**src/rtl/ysyx_22041405_ifu.sv**
```systemverilog
// Instruction fetch unit: owns the PC, fetches one word at a time over a valid/ready bus and
// holds it for decode. Redirects from execute replace the PC and squash any in-flight fetch.
module ysyx_22041405_ifu #(
  parameter int unsigned      WIDTH    = 32,
  parameter logic [WIDTH-1:0] RESET_PC = 32'h8000_0000
) (
  input  logic             i_clk,
  input  logic             i_rst_n,
  output logic             o_imem_req_valid,
  input  logic             i_imem_req_ready,
  output logic [WIDTH-1:0] o_imem_addr,
  input  logic             i_imem_rsp_valid,
  output logic             o_imem_rsp_ready,
  input  logic [WIDTH-1:0] i_imem_rsp_data,
  input  logic             i_imem_rsp_err,
  input  logic             i_redirect_valid,
  input  logic [WIDTH-1:0] i_redirect_pc,
  output logic             o_inst_valid,
  input  logic             i_inst_ready,
  output logic [WIDTH-1:0] o_inst,
  output logic [WIDTH-1:0] o_inst_pc,
  output logic             o_inst_fault
);

  localparam logic [WIDTH-1:0] NopInst = WIDTH'(32'h0000_0013);

  typedef enum logic [1:0] {StIdle, StReq, StWait, StHold} state_e;

  state_e           r_state;
  logic [WIDTH-1:0] r_pc;
  logic             r_drop;
  logic [WIDTH-1:0] r_inst;
  logic [WIDTH-1:0] r_inst_pc;
  logic             r_inst_fault;

  logic w_misaligned;
  logic w_req_fire;

  assign w_misaligned = (r_pc[1:0] != 2'b00);
  // A misaligned PC never reaches the bus; it is turned into a faulting NOP instead.
  assign w_req_fire   = (r_state == StReq) && !w_misaligned && i_imem_req_ready;

  always_ff @(posedge i_clk or negedge i_rst_n) begin
    if (!i_rst_n) begin
      r_state      <= StIdle;
      r_pc         <= RESET_PC;
      r_drop       <= 1'b0;
      r_inst       <= '0;
      r_inst_pc    <= '0;
      r_inst_fault <= 1'b0;
    end else begin
      unique case (r_state)
        StIdle: begin
          if (i_redirect_valid) r_pc <= i_redirect_pc;
          r_state <= StReq;
        end
        StReq: begin
          if (i_redirect_valid) begin
            r_pc <= i_redirect_pc;
            if (w_req_fire) begin
              r_drop  <= 1'b1;
              r_state <= StWait;
            end
          end else if (w_misaligned) begin
            r_inst       <= NopInst;
            r_inst_pc    <= r_pc;
            r_inst_fault <= 1'b1;
            r_state      <= StHold;
          end else if (w_req_fire) begin
            r_state <= StWait;
          end
        end
        StWait: begin
          if (i_imem_rsp_valid) begin
            if (r_drop || i_redirect_valid) begin
              r_drop  <= 1'b0;
              r_state <= StReq;
            end else begin
              r_inst       <= i_imem_rsp_err ? NopInst : i_imem_rsp_data;
              r_inst_pc    <= r_pc;
              r_inst_fault <= i_imem_rsp_err;
              r_state      <= StHold;
            end
            if (i_redirect_valid) r_pc <= i_redirect_pc;
          end else if (i_redirect_valid) begin
            r_pc   <= i_redirect_pc;
            r_drop <= 1'b1;
          end
        end
        StHold: begin
          if (i_redirect_valid) begin
            r_pc    <= i_redirect_pc;
            r_state <= StReq;
          end else if (i_inst_ready) begin
            r_pc    <= r_pc + WIDTH'(4);
            r_state <= StReq;
          end
        end
        default: r_state <= StIdle;
      endcase
    end
  end

  assign o_imem_req_valid = (r_state == StReq) && !w_misaligned;
  assign o_imem_addr      = r_pc;
  assign o_imem_rsp_ready = (r_state == StWait);
  assign o_inst_valid     = (r_state == StHold);
  assign o_inst           = r_inst;
  assign o_inst_pc        = r_inst_pc;
  assign o_inst_fault     = r_inst_fault;

endmodule
```
**config.mk**
```make
export PLATFORM = sky130hd
export DESIGN_NAME = ysyx_22041405_ifu
export DESIGN_NICKNAME = d
export VERILOG_FILES = /design/src/rtl/ysyx_22041405_ifu.sv
export SDC_FILE = /design/constraint.sdc
export NUM_CORES = 1
export LEC_CHECK = 0
export ABC_CLOCK_PERIOD_IN_PS = 3600
export CORE_MARGIN = 1
export CORE_UTILIZATION = 48
export DETAILED_ROUTE_END_ITERATION = 7
export PLACE_DENSITY_LB_ADDON = 0.3
export SLEW_MARGIN = 0
export SYNTH_ARGS = -nofsm -noshare
export SYNTH_HDL_FRONTEND = slang
export SYNTH_SLANG_ARGS = --single-unit
export TNS_END_PERCENT = 1
```
**constraint.sdc**
```tcl
create_clock -name i_clk -period 3.6 [get_ports i_clk]
set_input_delay 0.72 -clock i_clk [delete_from_list [all_inputs] [get_ports i_clk]]
set_output_delay 0.72 -clock i_clk [all_outputs]
set_load 0.01 [all_outputs]
```
## After elaboration in Yosys (flattened, before gate mapping)

Cells that the tools add are included.

- Add/sub/neg operators: 1
- Equality and inequality tests: 13
- Mux-type cells: 34
- Reduce and logical (&&, ||, !) cells: 12

Operators with widths:

| cell | number |
|---|---|
| $mux 32 | 12 |
| $pmux 32 s2 | 3 |
| $add 32x3->32 const B | 1 |
| $mux 2 | 7 |
| $ne 2x2->1 const B | 6 |
| $reduce_and 5->1 | 2 |
| $mux 1 | 9 |
| $ne 3x2->1 const B | 3 |
| $pmux 2 s4 | 1 |
| $eq 2x2->1 const B | 2 |
| $pmux 1 s2 | 2 |
| $reduce_and 2->1 | 2 |
| $reduce_bool 2->1 | 2 |
| $reduce_or 3->1 | 1 |
| $eq 2x1->1 const B | 1 |
| $logic_and 1x1->1 | 2 |
| $logic_not 2->1 | 1 |
| $ne 2x1->1 const B | 1 |
| $logic_not 1->1 | 1 |
| $logic_or 1x1->1 | 1 |

- Word-level logic and storage cells: 66
- Input bits: 71
- Output and inout bits: 100
- Flip-flop bits (word level): 100

## Longest topological paths before layout

Gate-level depths: netlist of the first run.

- Depth after elaboration: 8
- Depth in mapped cells: 8
- Depth with buffers taken out: 6

## Least setup slack after synthesis of the first run

OpenSTA, ideal clock, no wires.

- Path kind: in2reg
- From: input i_redirect_valid
- To: register r_inst_pc[0] (netlist: o_inst_pc[0])
- Path buffers: 3
- Setup time: 0.125 ns
- Path slack: 1.558 ns
- Required time: 3.475 ns
- Cell stages on the path: 6
- Arrival: 1.918 ns
- Cells stage by stage: buf_2 o21bai_1 a221o_1 clkbuf_1 buf_2 mux2_2

- Word-level cells in the longest chain between the ends: 3
- Elaborated cells on any way between the ends: 4
- Those cells by class: eq/ne (2); reduce/logical (2)

RTL lines:

| what | RTL line | source |
|---|---|---|
| start, declared | 16 | `input logic i_redirect_valid,` |
| $logic_or 1x1->1 | 75 | `if (r_drop \|\| i_redirect_valid) begin` |
| $ne 2x2->1 (no source line) | - |  |
| $reduce_and 5->1 (no source line) (*) | - |  |
| end signal, assigned | 66 | `r_inst_pc <= r_pc;` |
| end signal, assigned | 80 | `r_inst_pc <= r_pc;` |
| end, declared | 33 | `logic [WIDTH-1:0] r_inst_pc;` |

Mark *: on every way between the ends. The rest lies on a longest branch, timed or not.
A chain may end at the register's enable or synchronous reset.

## Worst setup path in the final report of the first run

- From: register r_state[1]
- To: output o_imem_req_valid

- Word-level cells in the longest chain between the ends: 2

RTL lines:

| what | RTL line | source |
|---|---|---|
| start, declared | 29 | `state_e r_state;` |
| start signal, assigned | 45 | `r_state <= StIdle;` |
| start signal, assigned | 55 | `r_state <= StReq;` |
| start signal, assigned | 62 | `r_state <= StWait;` |
| $eq 2x1->1 | 104 | `assign o_imem_req_valid = (r_state == StReq) && !w_misaligned;` |
| $logic_and 1x1->1 | 104 |  |
| end, declared | 9 | `output logic o_imem_req_valid,` |

Every way passes these cells.

==> results of run 1 <==
final timing paths:
check / from / endpoint / slack [ns] / depth (start not counted)
worst max-delay path: r_state[1]$_DFFE_PN0P_ / o_imem_req_valid / 0.98 / 5
worst min-delay path: o_inst[8]$_DFFE_PN0P_ / o_inst[8]$_DFFE_PN0P_ / 0.48 / 2
worst max register to register: r_state[0]$_DFFE_PN0P_ / o_inst_pc[20]$_DFFE_PN0P_ / 1.24 / 5
worst min register to register: o_inst[8]$_DFFE_PN0P_ / o_inst[8]$_DFFE_PN0P_ / 0.48 / 2
max in group asynchronous: i_rst_n / o_inst_pc[8]$_DFFE_PN0P_ / 2.23 / 2
min in group asynchronous: i_rst_n / o_imem_addr[26]$_DFFE_PN0P_ / 0.52 / 1
sequential cells by signal, indices dropped and copies added (netlist names):
signal and cells:
r_drop 1, r_state 2, o_inst_pc 32, o_imem_addr 32
o_inst_fault 1, o_inst 32
layout by cell type, fill, tap and decap left out, types with 3 or more instances in the layout:
cell type and count:
or4_1 10, nand2b_1 3, xnor2_1 6, nand4_1 8, clkinvlp_4 3, clkdlybuf4s50_1 169, nand2_1 89, a21oi_1 6
dfrtp_1 99, inv_1 6, o21ai_0 57, and4_1 4, xor2_1 5, nor3_1 4, buf_4 5, nor2_1 24
nand3_1 11, or3_1 7, clkbuf_8 9, mux2_2 33, ha_1 4, and3_1 5, o31ai_1 8, a31oi_1 16
final cells by class:
| type | instances | area (um^2) |
|---|---|---|
| inverters | 7 | 26.3 |
| clock inverters | 7 | 60.1 |
| repair buffers | 174 | 1730 |
| fillers | 709 | 2690 |
| well taps | 129 | 161 |
| clock buffers | 9 | 124 |
| diodes | 1 | 2.50 |
| multi-input cells | 321 | 1940 |
| flip-flops and latches | 100 | 2500 |
metal layers:
metal	share of wire	global-route usage	vias up
met2	0.51	0.415	123
met4	0.014	0.0882	0
met3	0.051	0.0520	16
met1	0.42	0.317	1937
met5	0	0	-
li1	-	-	1920
worst register-to-register path: stages (launching register included):
cell and delay [ns]:
dfrtp_1 0.41, inv_1 0.07, ha_1 0.32, o21bai_1 0.20, a221o_4 0.76, mux2_2 0.48
where the power goes:
group	leakage (nW)	total [mW]	switching, mW	internal [mW]
Clock	0.0840	0.669	0.408	0.261
Combinational	1.28	1.44	0.616	0.827
Sequential	1.23	1.60	0.192	1.41
Total	2.60	3.71	1.22	2.50
kinds of logic after synthesis:
logic type               after synthesis
XOR/XNOR                              11
AO/OA/AOI/OAI                         96
adder cells (fa/ha/maj)                4
buffers and inverters                 33
multiplexers                          34
AND/OR/NAND/NOR                      176
flip-flops                           100
==> metrics, run 1 <==
die height roughly 100 um; cell row count 35; CORE AREA 0.00924 mm^2; total CTS buffers 9; I/O pin cnt around 170; # port buffers 170; Die Width 99.7 um; Final nets just under 700; maximum net fanout on the critical path 6; post-layout min period 2.62 ns; Buf/Inv on CP 3; Tcrit/Tclk final 0.729; slowest cell delay on critical path about 0.56 ns; Final ANT Viol Nets 0; HP Class flip-flop to flip-flop; largest cells by area after synthesis dfrtp_1 54%, mux2_2 8.1%, nand2_1 7.3%; status complete, no violations; first-pass GRT wire length between 15,000 and 20,000 um; final setup margin 0.975 ns; clock tree buffer depth 2; CTS Root Cell clkbuf_8; overall routed net length 11,900 um; via count 3,996; flops & latches, synth 100; fin. max-slew vios 0; Hold Vio Cnt, Final 0; HPWL Detailed ~8500 um; GPL Wtd Cong 0.827; Core Util, Final 0.709; Starting Density 0.496; FFs w/ async S/R, synth 1.00; die area 0.00994 mm^2; critical path's top delay family buffers and inverters; Initial DRC Count 137; number of global-route vias before repair 3,912; dominant cell type by area after synthesis dfrtp_1; Post-synth EDFFs 0; WL/cell 15.9 um; worst hold margin 0.483 ns; Worst EP arrival 1.90 ns; worst slew pin tran about 1.0 ns; post-synthesis mux area share 0.0833; critical-path cell list inv_1 > ha_1 > inv_1 > nor3_1 > clkdlybuf4s50_1; placed insts approximately 730; Post-Synth Adder-Cell Area 0.0109; most used cell, CP inv_1; crit path max-delay cell type clkdlybuf4s50_1; CTS Sinks 100; Total Power 3.71 mW; placed cell area 0.00636 mm^2; Mapped Area 0.00458 mm^2; design area 0.00655 mm^2; non-filler cells, final between 700 and 800; Clk Latency, worst-skew pair 0.36 ns; crit path kind flip-flop to primary output; Leak about 2.6 nW; ratio of cells with drive above 1 in the final layout 0.0987; Avg Inst Size Synth 10.1 um^2; synth unique cells 43; slew margin rel. 0.332; postcts setup bufs 0; GRT overflow 0; CTS H-Tree Depth 3; final setup violation count 0; top cells by count, synth 99 x dfrtp_1, 89 x nand2_1, 57 x o21ai_0; Via density 5.34; CTS clock-pin slew for the worst setup and hold paths 0.10 ns; Net Count, Synth 529; type of origin of the critical path flip-flop; largest family of logic cells by synthesized area simple AND/OR/NAND/NOR gates; drt first pass iters 4; initial antenna violation count 0; FMAX 381 MHz; most numerous cell in the Yosys netlist dfrtp_1; Total Routing Usage GR 0.247; Synth Instances 454; register area share after synthesis 0.547; Post-Synth XOR/XNOR Area 0.0210; CTS tree built; Clock Skew around 0.011 ns; nature of the critical path endpoint primary output; pre-CTS WS 0.895 ns; largest net degree at the start of global routing roughly 100; Synth top area share 0.541; Synth Area in Compound Gates 0.120; Setup TNS Final 0 ns; Synth Area in Simple Gates 0.186; Remaining DRCs 0; Synth warnings 0; Main synth FF type dfrtp_1; Layout area overhead 43.0%; PostCTS Resize Cnt 0; Worst EP required 2.88 ns; maxcap violations 0; RSZ-0062 raised after global routing no; peak supply drop 397 uV; power per cell area 567 mW/mm^2; post-cts hold buffer count 0
Power figures use the tool's default switching activity.
==> run 2: changes to the inputs <==
--- a/config.mk
+++ b/config.mk
@@ -5,9 +5,9 @@
 export SDC_FILE = /design/constraint.sdc
 export NUM_CORES = 1
 export LEC_CHECK = 0
-export ABC_CLOCK_PERIOD_IN_PS = 3600
+export ABC_CLOCK_PERIOD_IN_PS = 2700
 export CORE_MARGIN = 1
-export CORE_UTILIZATION = 48
+export CORE_UTILIZATION = 45
 export DETAILED_ROUTE_END_ITERATION = 7
 export PLACE_DENSITY_LB_ADDON = 0.3
 export SLEW_MARGIN = 0
==> constraint.sdc (replaced) <==
create_clock -name i_clk -period 2.7 [get_ports i_clk]
set_input_delay 0.54 -clock i_clk [delete_from_list [all_inputs] [get_ports i_clk]]
set_output_delay 0.54 -clock i_clk [all_outputs]
set_load 0.01 [all_outputs]
==> metrics, run 2 (synthesis results as in run 1) <==
Worst R2R End o_inst_pc[22]$_DFFE_PN0P_ (was o_inst_pc[20]$_DFFE_PN0P_); crit path max-delay cell type clkdlybuf4s50_1 (unchanged); Buf/Inv on CP 3 (unchanged); cell row count 36 (was 35); critical path's top delay family buffers and inverters (unchanged); drt first pass iters 4 (unchanged); CTS H-Tree Depth 3 (unchanged); peak supply drop 430 uV (was 397 uV); ratio of cells with drive above 1 in the final layout 0.102 (was 0.0987); Worst EP required 2.16 ns (was 2.88 ns); Fillers 804 (was 709); number of global-route vias before repair 3,743 (was 3,912); Initial DRC Count 151 (was 137); maximum net fanout on the critical path 6 (unchanged); R2R cell count 5 (unchanged); first-pass GRT wire length 18,100 um (was 19,200 um); via count 3,904 (was 3,996); Final ANT Viol Nets 0 (unchanged); worst slew pin tran 0.971 ns (was 1.00 ns); HPWL Detailed 8500 um (was 8520 um); Leak 2.63 nW (was 2.60 nW); GRT overflow 0 (unchanged); initial antenna violation count 0 (unchanged); Die Width 103 um (was 99.7 um); GPL Wtd Cong 0.815 (was 0.827); r2r setup slk 0.36 ns (was 1.24 ns); CTS tree built (unchanged); post-cts hold buffer count 0 (unchanged); clock tree buffer depth 2 (unchanged); Clock Skew 0.0126 ns (was 0.0115 ns); total CTS buffers 9 (unchanged); maxcap violations 0 (unchanged); most used cell, CP inv_1 (unchanged); Starting Density 0.466 (was 0.496); Setup TNS Final 0 ns (unchanged); final setup violation count 0 (unchanged); type of origin of the critical path flip-flop (unchanged); commonest non-fill, non-tap cell in the layout clkdlybuf4s50_1 (unchanged); non-filler cells, final 753 (was 748); CTS Root Cell clkbuf_8 (unchanged); post-layout min period 2.44 ns; die area 0.0106 mm^2 (was 0.00994 mm^2); crit path kind flip-flop to primary output (unchanged); # port buffers 170 (unchanged); Final nets 690 (was 688); largest net degree at the start of global routing 101 (unchanged); status complete, no violations (unchanged); HP Class input pin to async pin (was flip-flop to flip-flop); critical-path cell list inv_1 > ha_1 > inv_1 > nor3_1 > clkdlybuf4s50_1 (unchanged); Worst EP arrival 1.90 ns (about the same); placed insts 737 (was 731); CTS clock-pin slew for the worst setup and hold paths 0.10 ns (about the same); PostCTS Resize Cnt 0 (unchanged); Total Routing Usage GR 0.221 (was 0.247); postcts setup bufs 0 (unchanged); commonest non-fill, non-tap cells in the layout 169 x clkdlybuf4s50_1, 99 x dfrtp_1, 89 x nand2_1 (unchanged); Layout area overhead 43.7% (was 43.0%); Via density 5.18 (was 5.34); I/O pin cnt 171 (unchanged); FMAX about 400 MHz; Tcrit/Tclk final 0.903; Antenna diodes 0 (was 1); nature of the critical path endpoint primary output (unchanged); Total Power 4.95 mW (was 3.71 mW); Clk Latency, worst-skew pair 0.35 ns (was 0.36 ns); Remaining DRCs 0 (unchanged); slowest cell delay on critical path 0.57 ns (was 0.56 ns); RSZ-0062 raised after global routing no (unchanged); fin. max-slew vios 0 (unchanged); slew margin rel. 0.353 (was 0.332); CTS Sinks 100 (unchanged); reg2reg start r_state[0]$_DFFE_PN0P_ (unchanged); die height 103 um (was 99.7 um); WL/cell 15.5 um (was 15.9 um); Hold Vio Cnt, Final 0 (unchanged); overall routed net length 11,700 um (was 11,900 um); CORE AREA 0.00982 mm^2 (was 0.00924 mm^2); power per cell area 751 mW/mm^2 (was 567 mW/mm^2)
run 2: cell types whose count changed in the layout (fill, tap and decap cells not counted), sizes merged:
cell	previous run	this run
buf	5	7
diode	1	0
clkinv	3	5
clkinvlp	3	1
inv	8	7
clkbuf	9	10
run 2: area by class of cell:
| cell class | instances | area (um^2) | area share |
|---|---|---|---|
| Inverter | 7 | 26.3 | 0.00399 |
| Sequential cell | 100 | 2500 | 0.380 |
| Tap cell | 133 | 166 | 0.0253 |
| Multi-Input combinational cell | 321 | 1940 | 0.295 |
| Timing Repair Buffer | 176 | 1760 | 0.267 |
| Clock buffer | 10 | 138 | 0.0209 |
| Clock inverter | 6 | 47.5 | 0.00722 |
run 2: worst max path at each step:
stage | start | endpoint | slack (ns) | cells after the start
after global routing | r_state[1]$_DFFE_PN0P_ | o_imem_req_valid | 0.08 | 5
after floorplan | r_state[0]$_DFFE_PN0P_ | o_inst_pc[0]$_DFFE_PN0P_ | 0.77 | 7
after detailed placement | i_redirect_valid | o_inst_pc[26]$_DFFE_PN0P_ | 0.15 | 4
final | r_state[1]$_DFFE_PN0P_ | o_imem_req_valid | 0.26 | 5
after global placement | i_redirect_valid | o_inst_pc[25]$_DFFE_PN0P_ | 0.21 | 4
after CTS | r_state[1]$_DFFE_PN0P_ | o_imem_req_valid | 0.23 | 5
run 2: layer usage:
layer  vias to the layer above  part of all wire  track usage  routed length [um]
met1                      1851              0.43        0.288                5040
met3                        10             0.065       0.0502                 760
met5                         -                 0            0                   0
met4                         0            0.0094       0.0661                 110
met2                       111              0.49        0.371                5770
li1                       1932                 -            -                   -
run 2: through the flow:
step	hold WS, ns	area [um^2]	setup slack (ns)	utilization
final	0.0240	6580	0.261	0.670
after CTS	0.0107	6580	0.225	0.670
after detailed placement	0.404	6400	0.155	0.651
after floorplan	0.244	4580	0.771	-
after global placement	0.400	6400	0.209	0.651
after global routing	0.0119	6580	0.0788	0.670
run 2: report_power, final:
part           internal [mW]  total, mW  switching (mW)  leakage, nW
clock                  0.367      0.880           0.512       0.0928
sequential              1.88       2.13           0.258         1.23
combinational           1.11       1.93           0.823         1.30
total                   3.35       4.95            1.59         2.63
==> run 3: changes to the inputs <==
--- a/config.mk
+++ b/config.mk
@@ -7,7 +7,7 @@
 export LEC_CHECK = 0
 export ABC_CLOCK_PERIOD_IN_PS = 2700
 export CORE_MARGIN = 1
-export CORE_UTILIZATION = 45
+export CORE_UTILIZATION = 35
 export DETAILED_ROUTE_END_ITERATION = 7
 export PLACE_DENSITY_LB_ADDON = 0.3
 export SLEW_MARGIN = 0
==> metrics, run 3 (synthesis results as in run 1) <==
clock tree buffer depth 2 (unchanged); die area 0.0135 mm^2 (was 0.0106 mm^2); Tcrit/Tclk final 0.941 (was 0.903); slew margin rel. 0.577 (was 0.353); total CTS buffers 9 (unchanged); post-layout min period 2.54 ns (was 2.44 ns); Clock Skew 0.00702 ns (was 0.0126 ns); Via density 4.97 (was 5.18); placed insts 779 (was 737); # port buffers 170 (unchanged); non-filler cells, final 795 (was 753); status complete, no violations (unchanged); WL/cell 15.2 um (was 15.5 um); Total Power 5.40 mW (was 4.95 mW); crit path max-delay cell type clkdlybuf4s50_1 (unchanged); via count 3,951 (was 3,904); cell row count 41 (was 36); HPWL Detailed 8960 um (was 8500 um); I/O pin cnt 171 (unchanged); CTS clock-pin slew for the worst setup and hold paths 0.07 ns (was 0.10 ns); ratio of cells with drive above 1 in the final layout 0.106 (was 0.102); commonest non-fill, non-tap cells in the layout 169 x clkdlybuf4s50_1, 99 x dfrtp_1, 89 x nand2_1 (unchanged); CORE AREA 0.0127 mm^2 (was 0.00982 mm^2); Remaining DRCs 0 (unchanged); power per cell area 797 mW/mm^2 (was 751 mW/mm^2); fin. max-slew vios 0 (unchanged); drt first pass iters 4 (unchanged); Layout area overhead 48.1% (was 43.7%); Setup TNS Final 0 ns (unchanged); Gate power share 0.364 (was 0.390); Final nets 693 (was 690); r2r setup slk 0.58 ns (was 0.36 ns); Starting Density 0.361 (was 0.466); Core Util, Final 0.535 (was 0.670); CTS H-Tree Depth 3 (unchanged); final setup violation count 0 (unchanged); overall routed net length 12,100 um (was 11,700 um); Worst R2R End o_inst_pc[19]$_DFFE_PN0P_ (was o_inst_pc[22]$_DFFE_PN0P_); design area 0.00678 mm^2 (was 0.00658 mm^2); postcts setup bufs 0 (unchanged); Worst EP required 2.16 ns (about the same); Fillers 1,154 (was 804); post-cts hold buffer count 0 (unchanged); Final ANT Viol Nets 0 (unchanged); R2R cell count 6 (was 5); initial antenna violation count 0 (unchanged); register area 0.00250 mm^2 (unchanged); type of origin of the critical path flip-flop (unchanged); die height 116 um (was 103 um); final setup margin 0.158 ns (was 0.261 ns); slowest cell delay on critical path 0.58 ns (was 0.57 ns); PostCTS Resize Cnt 0 (unchanged); Worst EP arrival 2.00 ns (was 1.90 ns); Hold Vio Cnt, Final 0 (unchanged); CTS Sinks 100 (unchanged); instance count on the critical path 5 (unchanged); Clk Latency, worst-skew pair 0.35 ns (about the same); CTS tree built (unchanged); number of global-route vias before repair 3,697 (was 3,743); Sequential Power Share 0.394 (was 0.432); peak supply drop 482 uV (was 430 uV); maxcap violations 0 (unchanged); GRT overflow 0 (unchanged); largest net degree at the start of global routing 53 (was 101); reg2reg start r_state[0]$_DFFE_PN0P_ (unchanged); most used cell, CP inv_1 (unchanged); maximum net fanout on the critical path 6 (unchanged); Switching Share 0.308 (was 0.322); Buf/Inv on CP 3 (unchanged); critical-path cell list inv_1 > ha_1 > inv_1 > nor3_1 > clkdlybuf4s50_1 (unchanged); pre-CTS WS 0.332 ns (was 0.155 ns); Clock power frac 0.242 (was 0.178); RSZ-0062 raised after global routing no (unchanged); placed cell area 0.00648 mm^2 (was 0.00640 mm^2); Total Routing Usage GR 0.181 (was 0.221); worst slew pin tran 0.634 ns (was 0.971 ns); Switching Power 1.66 mW (was 1.59 mW); first-pass GRT wire length 18,800 um (was 18,100 um); worst hold margin 0.208 ns (was 0.0240 ns); Initial DRC Count 227 (was 151); critical path's top delay family buffers and inverters (unchanged); CTS Root Cell clkbuf_16 (was clkbuf_8); Critical Path Source r_state[1]$_DFFE_PN0P_ (unchanged); area of the multi-input gates 0.00194 mm^2 (unchanged); crit path kind flip-flop to primary output (unchanged); FMAX 393 MHz (was 410 MHz); Die Width 116 um (was 103 um); HP Class input pin to async pin (unchanged); Leak 2.70 nW (was 2.63 nW); nature of the critical path endpoint primary output (unchanged); Antenna diodes 0 (unchanged); GPL Wtd Cong 0.861 (was 0.815); commonest non-fill, non-tap cell in the layout clkdlybuf4s50_1 (unchanged); Pint 3.74 mW (was 3.35 mW)
[run 3: changes by cell type in the layout (fill, tap and decap cells not counted), sizes merged]
cell      change
bufinv        +1
clkinvlp      -1
inv           +1
clkbuf        -1
buf           +3
[run 3: power groups by stage]
stage	Sequential, mW	Combinational [mW]	Clock [mW]
final	2.13	1.97	1.31
after global routing	2.17	2.13	1.40
after CTS	2.13	2.00	1.35
after detailed placement	2.16	1.99	0
after global placement	2.14	1.94	0
after floorplan	2.29	0.744	0
[run 3: worst max path at each step]
| stage | endpoint |
|---|---|
| 3_3_place_gp | o_imem_addr[19]$_DFFE_PN0P_ |
| 2_1_floorplan | o_inst_pc[0]$_DFFE_PN0P_ |
| 6_report | o_imem_req_valid |
| 4_1_cts | o_imem_req_valid |
| 3_5_place_dp | o_imem_addr[19]$_DFFE_PN0P_ |
| 5_1_grt | o_imem_req_valid |
[run 3: layout make-up]
| type | count | share of cell area |
|---|---|---|
| Multi-Input combinational cell | 321 | 0.287 |
| Sequential cell | 100 | 0.369 |
| Inverter | 7 | 0.00388 |
| Clock buffer | 9 | 0.0332 |
| Timing Repair Buffer | 179 | 0.264 |
| Tap cell | 172 | 0.0317 |
| Clock inverter | 7 | 0.0111 |
[run 3: metal layers]
layer,part of all wire,vias up,track usage
li1,-,1938,-
met1,0.46,1876,0.239
met2,0.47,128,0.285
met3,0.061,9,0.0436
met4,0.010,0,0.0761
met5,0,-,0
